[src/rtl/uart_rx_port_if.sv]
// Peripheral data-bus bundle between the MIPS core and the UART receiver.
// The core drives strobes, address and write data; the peripheral returns read data and irq.
interface uart_rx_port_if;
    logic        rd;
    logic        wr;
    logic [31:0] addr;
    logic [31:0] wdata;
    logic [31:0] rdata;
    logic        irq;

    modport master (output rd, output wr, output addr, output wdata,
                    input  rdata, input irq);
    modport slave  (input  rd, input  wr, input  addr, input  wdata,
                    output rdata, output irq);
endinterface

[src/rtl/uart_rx_port.sv]
// Memory-mapped 8N1 UART receiver: 16x oversampling, one-byte holding register, level irq.
// state   | meaning
// S_IDLE  | line idle, waiting for a low sample on a tick
// S_START | start bit seen, confirm low at bit centre
// S_DATA  | shifting 8 data bits LSB first at bit centres
// S_STOP  | checking stop bit at its centre, then deliver or flag ferr
module uart_rx_port #(
    parameter int unsigned BAUD_DIV = 325,
    parameter logic [31:0] RXD_ADDR = 32'h4000_001C,
    parameter logic [31:0] CON_ADDR = 32'h4000_0020
) (
    input  logic          clk,
    input  logic          reset,
    input  logic          rx,
    uart_rx_port_if.slave bus
);

    localparam int unsigned      DIV_W    = (BAUD_DIV > 1) ? $clog2(BAUD_DIV) : 1;
    localparam logic [DIV_W-1:0] DIV_LAST = DIV_W'(BAUD_DIV - 1);

    typedef enum logic [1:0] {S_IDLE, S_START, S_DATA, S_STOP} state_t;

    state_t           r_state;
    state_t           w_state_nxt;
    logic             r_rx_meta;
    logic             r_rx_s;
    logic [DIV_W-1:0] r_div_cnt;
    logic [3:0]       r_smp_cnt;
    logic [2:0]       r_bit_cnt;
    logic [7:0]       r_shreg;
    logic [7:0]       r_rx_data;
    logic             r_rx_valid;
    logic             r_ie;
    logic             r_ovr;
    logic             r_ferr;

    logic             w_tick;
    logic             w_smp_mid;
    logic             w_smp_end;
    logic             w_data_smp;
    logic             w_stop_smp;
    logic             w_deliver;
    logic             w_frame_err;
    logic             w_rxd_rd;
    logic             w_con_rd;
    logic             w_con_wr;
    logic [31:0]      w_rdata;

    // Synchroniser resets to the idle level so reset never looks like a start bit.
    always_ff @(posedge clk or negedge reset) begin
        if (!reset) begin
            r_rx_meta <= 1'b1;
            r_rx_s    <= 1'b1;
        end else begin
            r_rx_meta <= rx;
            r_rx_s    <= r_rx_meta;
        end
    end

    assign w_tick = (r_div_cnt == DIV_LAST);

    always_ff @(posedge clk or negedge reset) begin
        if (!reset)      r_div_cnt <= '0;
        else if (w_tick) r_div_cnt <= '0;
        else             r_div_cnt <= r_div_cnt + 1'b1;
    end

    assign w_smp_mid = (r_smp_cnt == 4'd7);
    assign w_smp_end = (r_smp_cnt == 4'd15);

    always_ff @(posedge clk or negedge reset) begin
        if (!reset) r_state <= S_IDLE;
        else        r_state <= w_state_nxt;
    end

    always_comb begin
        w_state_nxt = r_state;
        case (r_state)
            S_IDLE:  if (w_tick && !r_rx_s) w_state_nxt = S_START;
            S_START: if (w_tick && w_smp_mid) w_state_nxt = r_rx_s ? S_IDLE : S_DATA;
            S_DATA:  if (w_tick && w_smp_end && (r_bit_cnt == 3'd7)) w_state_nxt = S_STOP;
            S_STOP:  if (w_tick && w_smp_end) w_state_nxt = S_IDLE;
            default: w_state_nxt = S_IDLE;
        endcase
    end

    always_comb begin
        w_data_smp = 1'b0;
        w_stop_smp = 1'b0;
        case (r_state)
            S_DATA:  w_data_smp = w_tick & w_smp_end;
            S_STOP:  w_stop_smp = w_tick & w_smp_end;
            default: ;
        endcase
    end

    assign w_deliver   = w_stop_smp &  r_rx_s;
    assign w_frame_err = w_stop_smp & ~r_rx_s;

    // smp_cnt restarts on every state change; in DATA it wraps 15->0 between bits.
    always_ff @(posedge clk or negedge reset) begin
        if (!reset) begin
            r_smp_cnt <= '0;
            r_bit_cnt <= '0;
            r_shreg   <= '0;
        end else if (w_tick) begin
            if ((w_state_nxt != r_state) || (r_state == S_IDLE)) r_smp_cnt <= '0;
            else                                                 r_smp_cnt <= r_smp_cnt + 4'd1;
            if (r_state == S_START) r_bit_cnt <= '0;
            else if (w_data_smp)    r_bit_cnt <= r_bit_cnt + 3'd1;
            if (w_data_smp) r_shreg <= {r_rx_s, r_shreg[7:1]};
        end
    end

    assign w_rxd_rd = bus.rd && (bus.addr == RXD_ADDR);
    assign w_con_rd = bus.rd && (bus.addr == CON_ADDR);
    assign w_con_wr = bus.wr && (bus.addr == CON_ADDR);

    // A delivery landing on the RXD read edge refills the holder instead of overrunning.
    always_ff @(posedge clk or negedge reset) begin
        if (!reset) begin
            r_rx_data  <= '0;
            r_rx_valid <= 1'b0;
            r_ie       <= 1'b0;
            r_ovr      <= 1'b0;
            r_ferr     <= 1'b0;
        end else begin
            if (w_con_wr) r_ie <= bus.wdata[0];

            if (w_deliver && (!r_rx_valid || w_rxd_rd)) begin
                r_rx_data  <= r_shreg;
                r_rx_valid <= 1'b1;
            end else if (w_rxd_rd) begin
                r_rx_valid <= 1'b0;
            end

            if (w_deliver && r_rx_valid && !w_rxd_rd) r_ovr <= 1'b1;
            else if (w_con_wr && bus.wdata[2])        r_ovr <= 1'b0;

            if (w_frame_err)                   r_ferr <= 1'b1;
            else if (w_con_wr && bus.wdata[3]) r_ferr <= 1'b0;
        end
    end

    always_comb begin
        w_rdata = '0;
        if (w_rxd_rd)      w_rdata = {24'b0, r_rx_data};
        else if (w_con_rd) w_rdata = {28'b0, r_ferr, r_ovr, r_rx_valid, r_ie};
    end

    assign bus.rdata = w_rdata;
    assign bus.irq   = r_rx_valid & r_ie;

endmodule

[src/flat_wrapper.sv]
// flat-port wrapper written by rule: the top's interface ports become plain ports
module uart_rx_port_flat 
#(
    parameter int unsigned BAUD_DIV = 325,
    parameter logic [31:0] RXD_ADDR = 32'h4000_001C,
    parameter logic [31:0] CON_ADDR = 32'h4000_0020
)
  (clk, reset, rx, bus_rd, bus_wr, bus_addr, bus_wdata, bus_rdata, bus_irq);
  uart_rx_port_if bus_i ();
  input  logic clk;
  input  logic reset;
  input  logic rx;
  input wire logic [$bits(bus_i.rd)-1:0] bus_rd;
  input wire logic [$bits(bus_i.wr)-1:0] bus_wr;
  input wire logic [$bits(bus_i.addr)-1:0] bus_addr;
  input wire logic [$bits(bus_i.wdata)-1:0] bus_wdata;
  output wire logic [$bits(bus_i.rdata)-1:0] bus_rdata;
  output wire logic [$bits(bus_i.irq)-1:0] bus_irq;
  assign bus_i.rd = bus_rd;
  assign bus_i.wr = bus_wr;
  assign bus_i.addr = bus_addr;
  assign bus_i.wdata = bus_wdata;
  assign bus_rdata = bus_i.rdata;
  assign bus_irq = bus_i.irq;
  uart_rx_port #(.BAUD_DIV(BAUD_DIV), .RXD_ADDR(RXD_ADDR), .CON_ADDR(CON_ADDR)) u_core (.clk(clk), .reset(reset), .rx(rx), .bus(bus_i));
endmodule
[config.mk]
export PLATFORM = sky130hd
export DESIGN_NAME = uart_rx_port_flat
export DESIGN_NICKNAME = d
export VERILOG_FILES = /design/src/rtl/uart_rx_port_if.sv /design/src/rtl/uart_rx_port.sv /design/src/flat_wrapper.sv
export SDC_FILE = /design/constraint.sdc
export NUM_CORES = 1
export LEC_CHECK = 0
export CAP_MARGIN = 20
export CORE_UTILIZATION = 30
export DETAILED_ROUTE_END_ITERATION = 10
export PLACE_DENSITY = 0.66
export SYNTH_ARGS = -nofsm -noshare
export SYNTH_HDL_FRONTEND = slang
export SYNTH_SLANG_ARGS = --single-unit
export TNS_END_PERCENT = 100
[constraint.sdc]
create_clock -name clk -period 5.75 [get_ports clk]
set_input_delay 1.15 -clock clk [delete_from_list [all_inputs] [get_ports clk]]
set_output_delay 1.15 -clock clk [all_outputs]
set_load 0.02 [all_outputs]
==> Word level (Yosys, flattened, before mapping) <==
Cells that the tools add are included.
{ "word_totals": {"regBits": 40, "inputBits": 69, "out_inout_bits": 33, "word_cells": 74} }
{ "op_classes": {"add_sub_neg": 3, "n_eq_ne": 10, "n_mux": 20, "bitwise_logic": 5, "n_reduce_logical": 24} }
{ "ops": {"columns": ["cell", "n"], "rows": [
  ["$eq A32 B31 Y1 const B", 2],
  ["$mux W32", 1],
  ["$logic_and A1 B1 Y1", 12],
  ["$mux W2", 5],
  ["$add A9 B1 Y9 const B", 1],
  ["$eq A9 B9 Y1 const B", 1],
  ["$mux W9", 1],
  ["$mux W1", 8],
  ["$mux W4", 2],
  ["$pmux W2 S4", 1],
  ["$reduce_bool A2 Y1", 4],
  ["$mux W3", 2],
  ["$add A4 B1 Y4 const B", 1],
  ["$and A1 B1 Y1", 4],
  ["$eq A2 B2 Y1 const B", 2],
  ["$eq A4 B3 Y1 const B", 1],
  ["$eq A4 B4 Y1 const B", 1],
  ["$reduce_and A2 Y1", 2],
  ["$add A3 B1 Y3 const B", 1],
  ["$eq A3 B3 Y1 const B", 1],
  ["$logic_not A1 Y1", 3],
  ["$eq A2 B1 Y1 const B", 1],
  ["$logic_not A2 Y1", 1],
  ["$logic_or A1 B1 Y1", 2],
  ["2 further kinds", 2]
]} }

==> Logic depth before layout (Yosys ltp) <==
{ "depth": {"depth_word": 8, "ltp_mapped": 8, "depth_no_buf": 7} }

==> Worst setup path after synthesis <==
Ideal clock, no wire load.
{ "synth_timing": {"path_type": "in2out", "start": "in bus_addr[13]", "end": "out bus_rdata[4]", "t_arrival_ps": 2315, "path_slack_ps": 2285, "path_stages": 4, "path_buffers": 0, "path_cell_list": "nor4b_1 -> nand4_1 -> nor4_2 -> and2_1"} }
{ "synth_via": {"elab_chain_cells": 3} }
{ "synth_rtl": {"columns": ["item", "line", "rtl"], "rows": [
  ["from (decl)", "flat_wrapper.sv:15", "input wire logic [$bits(bus_i.addr)-1:0] bus_addr;"],
  ["$eq A32 B31 Y1", "uart_rx_port.sv:115", "assign w_rxd_rd = bus.rd && (bus.addr == RXD_ADDR);"],
  ["$logic_and A1 B1 Y1", "uart_rx_port.sv:115", null],
  ["$mux W32", "uart_rx_port.sv:147", "if (w_rxd_rd) w_rdata = {24'b0, r_rx_data};"],
  ["to (decl)", "flat_wrapper.sv:17", "output wire logic [$bits(bus_i.rdata)-1:0] bus_rdata;"]
]} }
No other way between the ends.

==> Worst setup path in the final report <==
{ "layout_timing": {"start": "in bus_addr[2]", "end": "out bus_rdata[1]"} }
{ "layout_via": {"elab_chain_cells": 4, "elab_cells_between_ends": 6, "cone_classes": "eq/ne: 2; mux: 2; reduce/logical: 2"} }
{ "layout_rtl": {"columns": ["item", "line", "rtl"], "rows": [
  ["$eq A32 B31 Y1", "uart_rx_port.sv:116", "assign w_con_rd = bus.rd && (bus.addr == CON_ADDR);"],
  ["$logic_and A1 B1 Y1", "uart_rx_port.sv:116", null],
  ["$mux W4", "uart_rx_port.sv:148", "else if (w_con_rd) w_rdata = {28'b0, r_ferr, r_ovr, r_rx_valid, r_ie};"],
  ["$mux W32 (*)", "uart_rx_port.sv:147", null]
]} }
Every way passes the cells marked *; elsewhere a longest branch is shown, timed or not.

==> flow_metrics.py <==
metrics = {
    "status": {
        "status": "complete, no violations",
    },
    "setup_path": {
        "cp.arrival_ns": 3.28,
        "cp-start-kind": "primary input",
        "critPathTopFamily": "buffers and inverters",
        "rrSetupSlack_ns": 3.00,
        "critPathMaxStageDelay_ns": 0.62,
        "worst_path_max_delay_cell": "clkdlybuf4s50_1",
        "path_cells": "clkdlybuf4s50_1 > nor4b_1 > and2_1 > a22oi_1 > nor2_1 > clkdlybuf4s50_1",
        "path_max_fanout": 4,
        "cp_common_cell": "clkdlybuf4s50_1",
        "crit_type": "in2out",
        "cp.required_ns": 4.60,
        "worst_setup_path_end_kind": "output port",
        "critPathBufInv": 2,
    },
    "yosys": {
        "ys_types": 42,
        "synth-compound-area-share_pct": 7.39,
        "synth-edff-count": 0,
        "synth_fa_ha_area_share_pct": 2.93,
        "yosysWarnings": 0,
        "async_reset_ff_share_pct": 100,
        "synthMuxAreaShare_pct": 9.96,
        "syn_area_um2": 2130,
        "ys_seq_area_share_pct": 47.0,
        "synth-seq-cells": 40,
        "synthSimpleGateAreaFrac_pct": 19.0,
        "synthXorXnorAreaFrac_pct": 3.28,
        "synthFlopType": "dfrtp_1",
        "avgSynthCellArea_um2": 10.9,
        "synth_top_family_by_area": "simple AND/OR/NAND/NOR gates",
        "synthCells": 196,
    },
    "cts": {
        "numCtsBuffers": 5,
        "cts_resized": 0,
        "cts_buffer_depth": 2,
        "post_cts_buffers": 0,
        "htree_levels": 2,
        "tritoncts": "built",
        "cts_root_buffer": "clkbuf_8",
        "ctsHoldBuffers": 0,
        "clk_latency_ns": 0.29,
        "clk_pin_slew_ns": 0.08,
        "cts_sinks": 40,
    },
    "timing": {
        "max_slew_margin_pct": 42.5,
        "finalHoldViolCount": 0,
        "fin_setup_tns_ns": 0,
        "worst_pin_slew_ns": 0.862,
        "fin_crit_sh_pct": 77.0,
        "max_freq_mhz": 226,
        "min_period_ns": 4.43,
        "rsz0062_at_grt": "no",
        "finalMaxSlewViolations": 0,
        "skew_ns": 0.00911,
        "setup_viol": 0,
    },
    "route": {
        "vias": 1547,
        "vias_per_cell": 4.50,
        "antenna_left": 0,
        "routedWlPerCell_um": 11.7,
        "drc": 0,
        "firstDrtPassIters": 4,
        "drt-total-wl_um": 4030,
        "drt_iter0_markers": 67,
    },
    "grt": {
        "grt-ovfl-total": 0,
        "grt_pass1_vias": 1502,
        "grt_pass1_wl_um": 6630,
        "grt_max_degree": 41,
        "grt_usage_pct": 11.2,
        "antenna_found_initial": 0,
    },
    "hold_path": {
        "min_path_type": "reg2reg",
    },
    "placement": {
        "gp_congestion": 0.735,
        "placed_cells": 336,
        "dp_hpwl_um": 3070,
        "numPortBuffers": 48,
    },
    "finish": {
        "area_delta_synth_final_pct": 28.8,
        "n_antenna_cell": 0,
        "drive_gt1_share_pct": 15.3,
        "final_cells": 344,
        "final_nets": 321,
    },
    "power_and_ir_drop": {
        "p_per_area_nw_per_um2": 207,
        "vdd_drop_max_v": 0.000162,
        "leakage_nw": 1.21,
    },
    "job": {
        "drv_cap": 0,
    },
    "die": {
        "coreArea_um2": 6830,
        "fp.dieH_um": 86.4,
        "io-pin-count": 102,
        "initial_core_util_pct": 31.2,
        "die_area_um2": 7460,
        "rows": 30,
        "die_w_um": 86.4,
    },
}
==> cell families after synthesis <==
family          count (synthesis)
simple gates                   68
flops                          40
buf+inv                        33
compound gates                 22
mux                            19
xor+xnor                        8
fa+ha+maj                       5
other cells                     1
==> power breakdown <==
part           internal (W)  leakage, nW  switching (W)
Clock              0.000142       0.0614      0.0000956
Combinational     0.0000242        0.621      0.0000255
Sequential         0.000282        0.527    0.000000516
Total              0.000448         1.21       0.000122
==> layer usage <==
metal / part of all wire, % / global-route usage (%) / routed length, um
met1: 43 / 12.9 / 1720
met2: 47 / 20.4 / 1910
met3: 9.7 / 3.33 / 390
met4: 0.40 / 2.73 / 16
met5: 0 / 0 / 0
==> cells in the final DEF, fill, tap and decap left out, types with 2 or more instances in the layout <==
| master | n |
|---|---|
| and3_1 | 3 |
| nand3_1 | 8 |
| dfrtp_1 | 38 |
| inv_1 | 4 |
| xnor2_1 | 5 |
| buf_4 | 2 |
| mux2_2 | 18 |
| clkbuf_8 | 6 |
| and2_1 | 7 |
| a21oi_1 | 2 |
| a22o_1 | 4 |
| ha_1 | 5 |
| a31oi_1 | 2 |
| nor2b_1 | 2 |
| clkdlybuf4s50_1 | 47 |
| a21o_1 | 2 |
| nor2_1 | 14 |
| xor2_1 | 3 |
| dfstp_2 | 2 |
| conb_1 | 24 |
| nor4_4 | 2 |
| o21ai_0 | 3 |
| nor4_1 | 7 |
| nand2_1 | 10 |
| a22oi_1 | 4 |
| nor4b_1 | 2 |
| nand4_1 | 4 |
==> path summary, 6_finish.rpt <==
path | startpoint | end | depth (start not counted)
max in group asynchronous | reset | u_core.r_smp_cnt[2]$_DFFE_PN0N_ | 1
min in group asynchronous | reset | u_core.r_div_cnt[8]$_DFF_PN0_ | 1
hold reg to reg | u_core.r_rx_meta$_DFF_PN1_ | u_core.r_rx_s$_DFF_PN1_ | 0
setup reg to reg | u_core.r_div_cnt[0]$_DFF_PN0_ | u_core.r_bit_cnt[0]$_DFFE_PN0P_ | 7
setup / recovery | bus_addr[2] | bus_rdata[1] | 6
hold / removal | u_core.r_rx_meta$_DFF_PN1_ | u_core.r_rx_s$_DFF_PN1_ | 0
==> synthesized netlist by cell type (3+ instances only) <==
library cell | instances | area [um^2]
dfrtp_1 | 38 | 951
buf_4 | 25 | 188
mux2_2 | 18 | 203
nor2_1 | 14 | 52.6
nand2_1 | 10 | 37.5
nand3_1 | 8 | 40.0
and2_1 | 7 | 43.8
nor4_1 | 7 | 43.8
ha_1 | 5 | 62.6
xnor2_1 | 5 | 43.8
a22o_1 | 4 | 35.0
a22oi_1 | 4 | 30.0
inv_1 | 4 | 15.0
nand4_1 | 4 | 25.0
and3_1 | 3 | 18.8
clkbuf_1 | 3 | 11.3
o21ai_0 | 3 | 15.0
xor2_1 | 3 | 26.3
==> state kept, by name, summed over array words and instances, names as in the netlist <==
signal             count
u_core.r_smp_cnt       4
u_core.r_rx_meta       1
u_core.r_div_cnt       9
u_core.r_bit_cnt       3
u_core.r_shreg         8
u_core.r_rx_data       8
u_core.r_ie            1
u_core.r_ovr           1
u_core.r_state         2
u_core.r_rx_s          1
u_core.r_ferr          1
u_core.r_rx_valid      1
==> through the flow <==
stage	setup slack, ns	instance area [um^2]	power [W]	utilization, %	hold slack [ns]
3_3_place_gp	1.34	2630	0.000338	38.5	0.347
4_1_cts	1.28	2750	0.000580	40.2	0.359
5_1_grt	1.16	2750	0.000596	40.2	0.370
2_1_floorplan	2.28	2220	0.000317	-	0.345
6_report	1.32	2750	0.000570	40.2	0.358
3_5_place_dp	1.28	2630	0.000339	38.5	0.348
==> worst reg2reg max path, stage by stage (launching register included) <==
cell and delay, ns:
dfrtp_1 0.42, inv_1 0.07, ha_1 0.15, nand4b_1 0.14, or4_4 0.62, nor4_4 0.64
o21ai_0 0.30, mux2_2 0.32
==> cell type report <==
class / instances / area [um^2]
clock buffer: 6 / 82.6
clock inverter: 2 / 38.8
fill: 687 / 4080
inverter: 4 / 15.0
multi-input combinational: 146 / 998
sequential: 40 / 1000
tap: 96 / 120
timing repair buffer: 50 / 490
Note: power is estimated with default switching activity, not from simulation.
==> variant (config.mk and constraints unchanged) <==
`BAUD_DIV` is set to 325 in 2 places; all go to 162.
--- a/src/rtl/uart_rx_port.sv
+++ b/src/rtl/uart_rx_port.sv
@@ -5,7 +5,7 @@
 // S_DATA  | shifting 8 data bits LSB first at bit centres
 // S_STOP  | checking stop bit at its centre, then deliver or flag ferr
 module uart_rx_port #(
-    parameter int unsigned BAUD_DIV = 325,
+    parameter int unsigned BAUD_DIV = 162,
     parameter logic [31:0] RXD_ADDR = 32'h4000_001C,
     parameter logic [31:0] CON_ADDR = 32'h4000_0020
 ) (
--- a/src/flat_wrapper.sv
+++ b/src/flat_wrapper.sv
@@ -1,7 +1,7 @@
 // flat-port wrapper written by rule: the top's interface ports become plain ports
 module uart_rx_port_flat 
 #(
-    parameter int unsigned BAUD_DIV = 325,
+    parameter int unsigned BAUD_DIV = 162,
     parameter logic [31:0] RXD_ADDR = 32'h4000_001C,
     parameter logic [31:0] CON_ADDR = 32'h4000_0020
 )
Function: no difference found for any inputs over 10 cycles, from zero or initial values and one cycle with reset low; that may be too few to reach the edited logic, so the function may still have changed.
==> variant against the original RTL <==
- critical path depth is the same
- cell area is 1.4% higher
- total power is 3.1% lower
- clock skew down 3.4 ps
- sequential power is 2% lower
- wire length increased by 4.1%
- hold slack lost 1.3 ps
- register-to-register slack better by 640 ps
- sequential share of layout area shrank 1.4 points
- utilization fell by 0.094 points
- setup slack got worse by 140 ps
- sequential cell count decreased by 1
- area after synthesis up 3.0%
- largest cell class is now multi-input gates
- largest power group unchanged
==> variant: results (changes against the original RTL) <==
Global routing
  – First-pass GRT wire length: 6980 um (+5.2%)
  – GR Util met1: 14.2% (+1.3 points)
  – Largest net degree at the start of global routing: 40 (-2.4%)
  – GRT Total Usage: 11.5% (+0.26 points)
  – Met2 Use GR: 19.5% (-0.89 points)
  – Initial antenna violation count: 0 (unchanged)
  – Met3 usage: 3.49% (+0.15 points)

Cells and area
  – Biggest regs: u_core.r_div_cnt (8), u_core.r_rx_data (8), u_core.r_shreg (8)
  – Share of cells above drive strength 1: 16.5% (+1.1 points)
  – NumNets Final: 328 (+2.2%)
  – Antenna diode count: 0 (unchanged)
  – Fillers: 677 (-1.5%)

Power
  – LEAKAGE: 1.21 nW (about the same)
  – Peak supply drop: 0.000156 V (-3.7%)

Clock network
  – CTS Buf Count: 5 (unchanged)
  – CTS root buf: clkbuf_8
  – Skew-Pair Late Insertion Delay: 290 ps (about the same)
  – Max H-tree Level: 2 (unchanged)
  – Max Root-Sink Buffers: 2 (unchanged)
  – Setup repair bufs after CTS: 0 (unchanged)
  – Clock slew at reported path FFs: 70 ps
  – Post-CTS sizing: 0 (unchanged)

Worst hold path
  – WHS Path Cells: 0 (unchanged)
  – Min-delay src: u_core.r_rx_meta
  – HP Class: flip-flop to flip-flop
  – Worst Hold End: u_core.r_rx_s

Run status
  – Status: completed

Route
  – Vias: 1626 (+5.1%)
  – DR iter-0 viols: 59 (-12%)
  – Routed len/inst: 12.0 um (+2.1%)
  – Detailed Routing Iterations Pass 1: 4 (unchanged)

Placed design
  – DP HPWL: 3210 um (+4.3%)
  – Routability congestion estimate: 0.761 (+3.6%)
  – I/O Buffers: 48 (unchanged)

STA
  – Worst-Margin Slew: 846 ps (-16.2 ps)
  – Worst Skew: 5.66 ps (-3.45 ps)
  – Setup-failing EPs final: 0 (unchanged)

Setup path
  – Worst Reg-to-Reg Cells: 7 (unchanged)
  – RR Endpoint: u_core.r_rx_data[6]
  – Slack of the worst reg-to-reg path: 3640 ps (+640 ps)
  – Reg-to-Reg Start: u_core.r_div_cnt[1]
  – CP Max Fanout: 7 (+3)

Yosys
  – Synth Flop Type: dfrtp_1
  – Distinct cells, synth: 49 (+17%)
  – Synth area leaders: dfrtp_1, buf_4, mux2_4
  – Asr flop ratio synth: 100% (unchanged)
  – Ys Warns: 0 (unchanged)
  – Synth cell count leaders: dfrtp_1, buf_4, nand2_1, nor2_1, o21ai_0
  – Register area share after synthesis: 44.5% (-2.5 points)
## variant: final cells by class
cell class	instances	area, sq um	share of cell area [%]
timing repair buffer	48	475	17.1
multi-input combinational	154	1080	38.7
clock buffer	5	68.8	2.47
tap	96	120	4.31
sequential	39	978	35.1
clock inverter	3	43.8	1.57
inverter	6	22.5	0.808
## variant: logic make-up after synthesis
| logic type | after synthesis | share of synthesized area, % |
|---|---|---|
| adder cells (fa/ha/maj) | 5 | 2.85 |
| XOR/XNOR | 5 | 1.99 |
| other | 1 | 0.171 |
| AND/OR/NAND/NOR | 72 | 20.4 |
| buffers and inverters | 36 | 10.4 |
| flip-flops | 39 | 44.5 |
| multiplexers | 16 | 9.56 |
| AO/OA/AOI/OAI | 32 | 10.2 |
## variant: layer usage
layer / vias to the layer above / part of all wire, %
li1: 780 / -
met1: 775 / 43
met2: 67 / 47
met3: 4 / 9.5
met4: 0 / 0.74
met5: - / 0
## variant: stage by stage
stage | power, mW | cells | worst slack [ps] | cell area (sq um) | hold slack [ps]
after floorplan | 0.311 | 229 | 2340 | 2280 | 345
after global placement | 0.332 | 343 | 1140 | 2680 | 346
after detailed placement | 0.333 | 343 | 1110 | 2680 | 347
after CTS | 0.559 | 351 | 1090 | 2790 | 358
after global routing | 0.577 | 351 | 998 | 2790 | 362
final | 0.552 | 351 | 1180 | 2790 | 357
## variant: worst max-delay path by stage
stage,from,end,slack (ps),depth (start not counted)
after floorplan,bus_addr[6],bus_rdata[0],2340,4
after CTS,bus_addr[1],bus_rdata[6],1090,6
after detailed placement,bus_addr[1],bus_rdata[6],1110,6
after global routing,bus_addr[1],bus_rdata[6],1000,6
after global placement,bus_addr[6],bus_rdata[6],1140,6
final,bus_addr[1],bus_rdata[6],1180,6
## variant: where the power goes
| group | switching [mW] | leakage (nW) | internal [mW] |
|---|---|---|---|
| clock network | 0.0960 | 0.0581 | 0.129 |
| registers | 0.000461 | 0.513 | 0.275 |
| logic | 0.0264 | 0.637 | 0.0248 |
| total | 0.123 | 1.21 | 0.429 |
## variant: worst max-delay path, stage by stage
cell             delay (ps)
clkdlybuf4s50_1         420
nor4_2                  320
nand4_2                 200
nor4_4                  500
and2_2                  230
clkdlybuf4s50_1         600
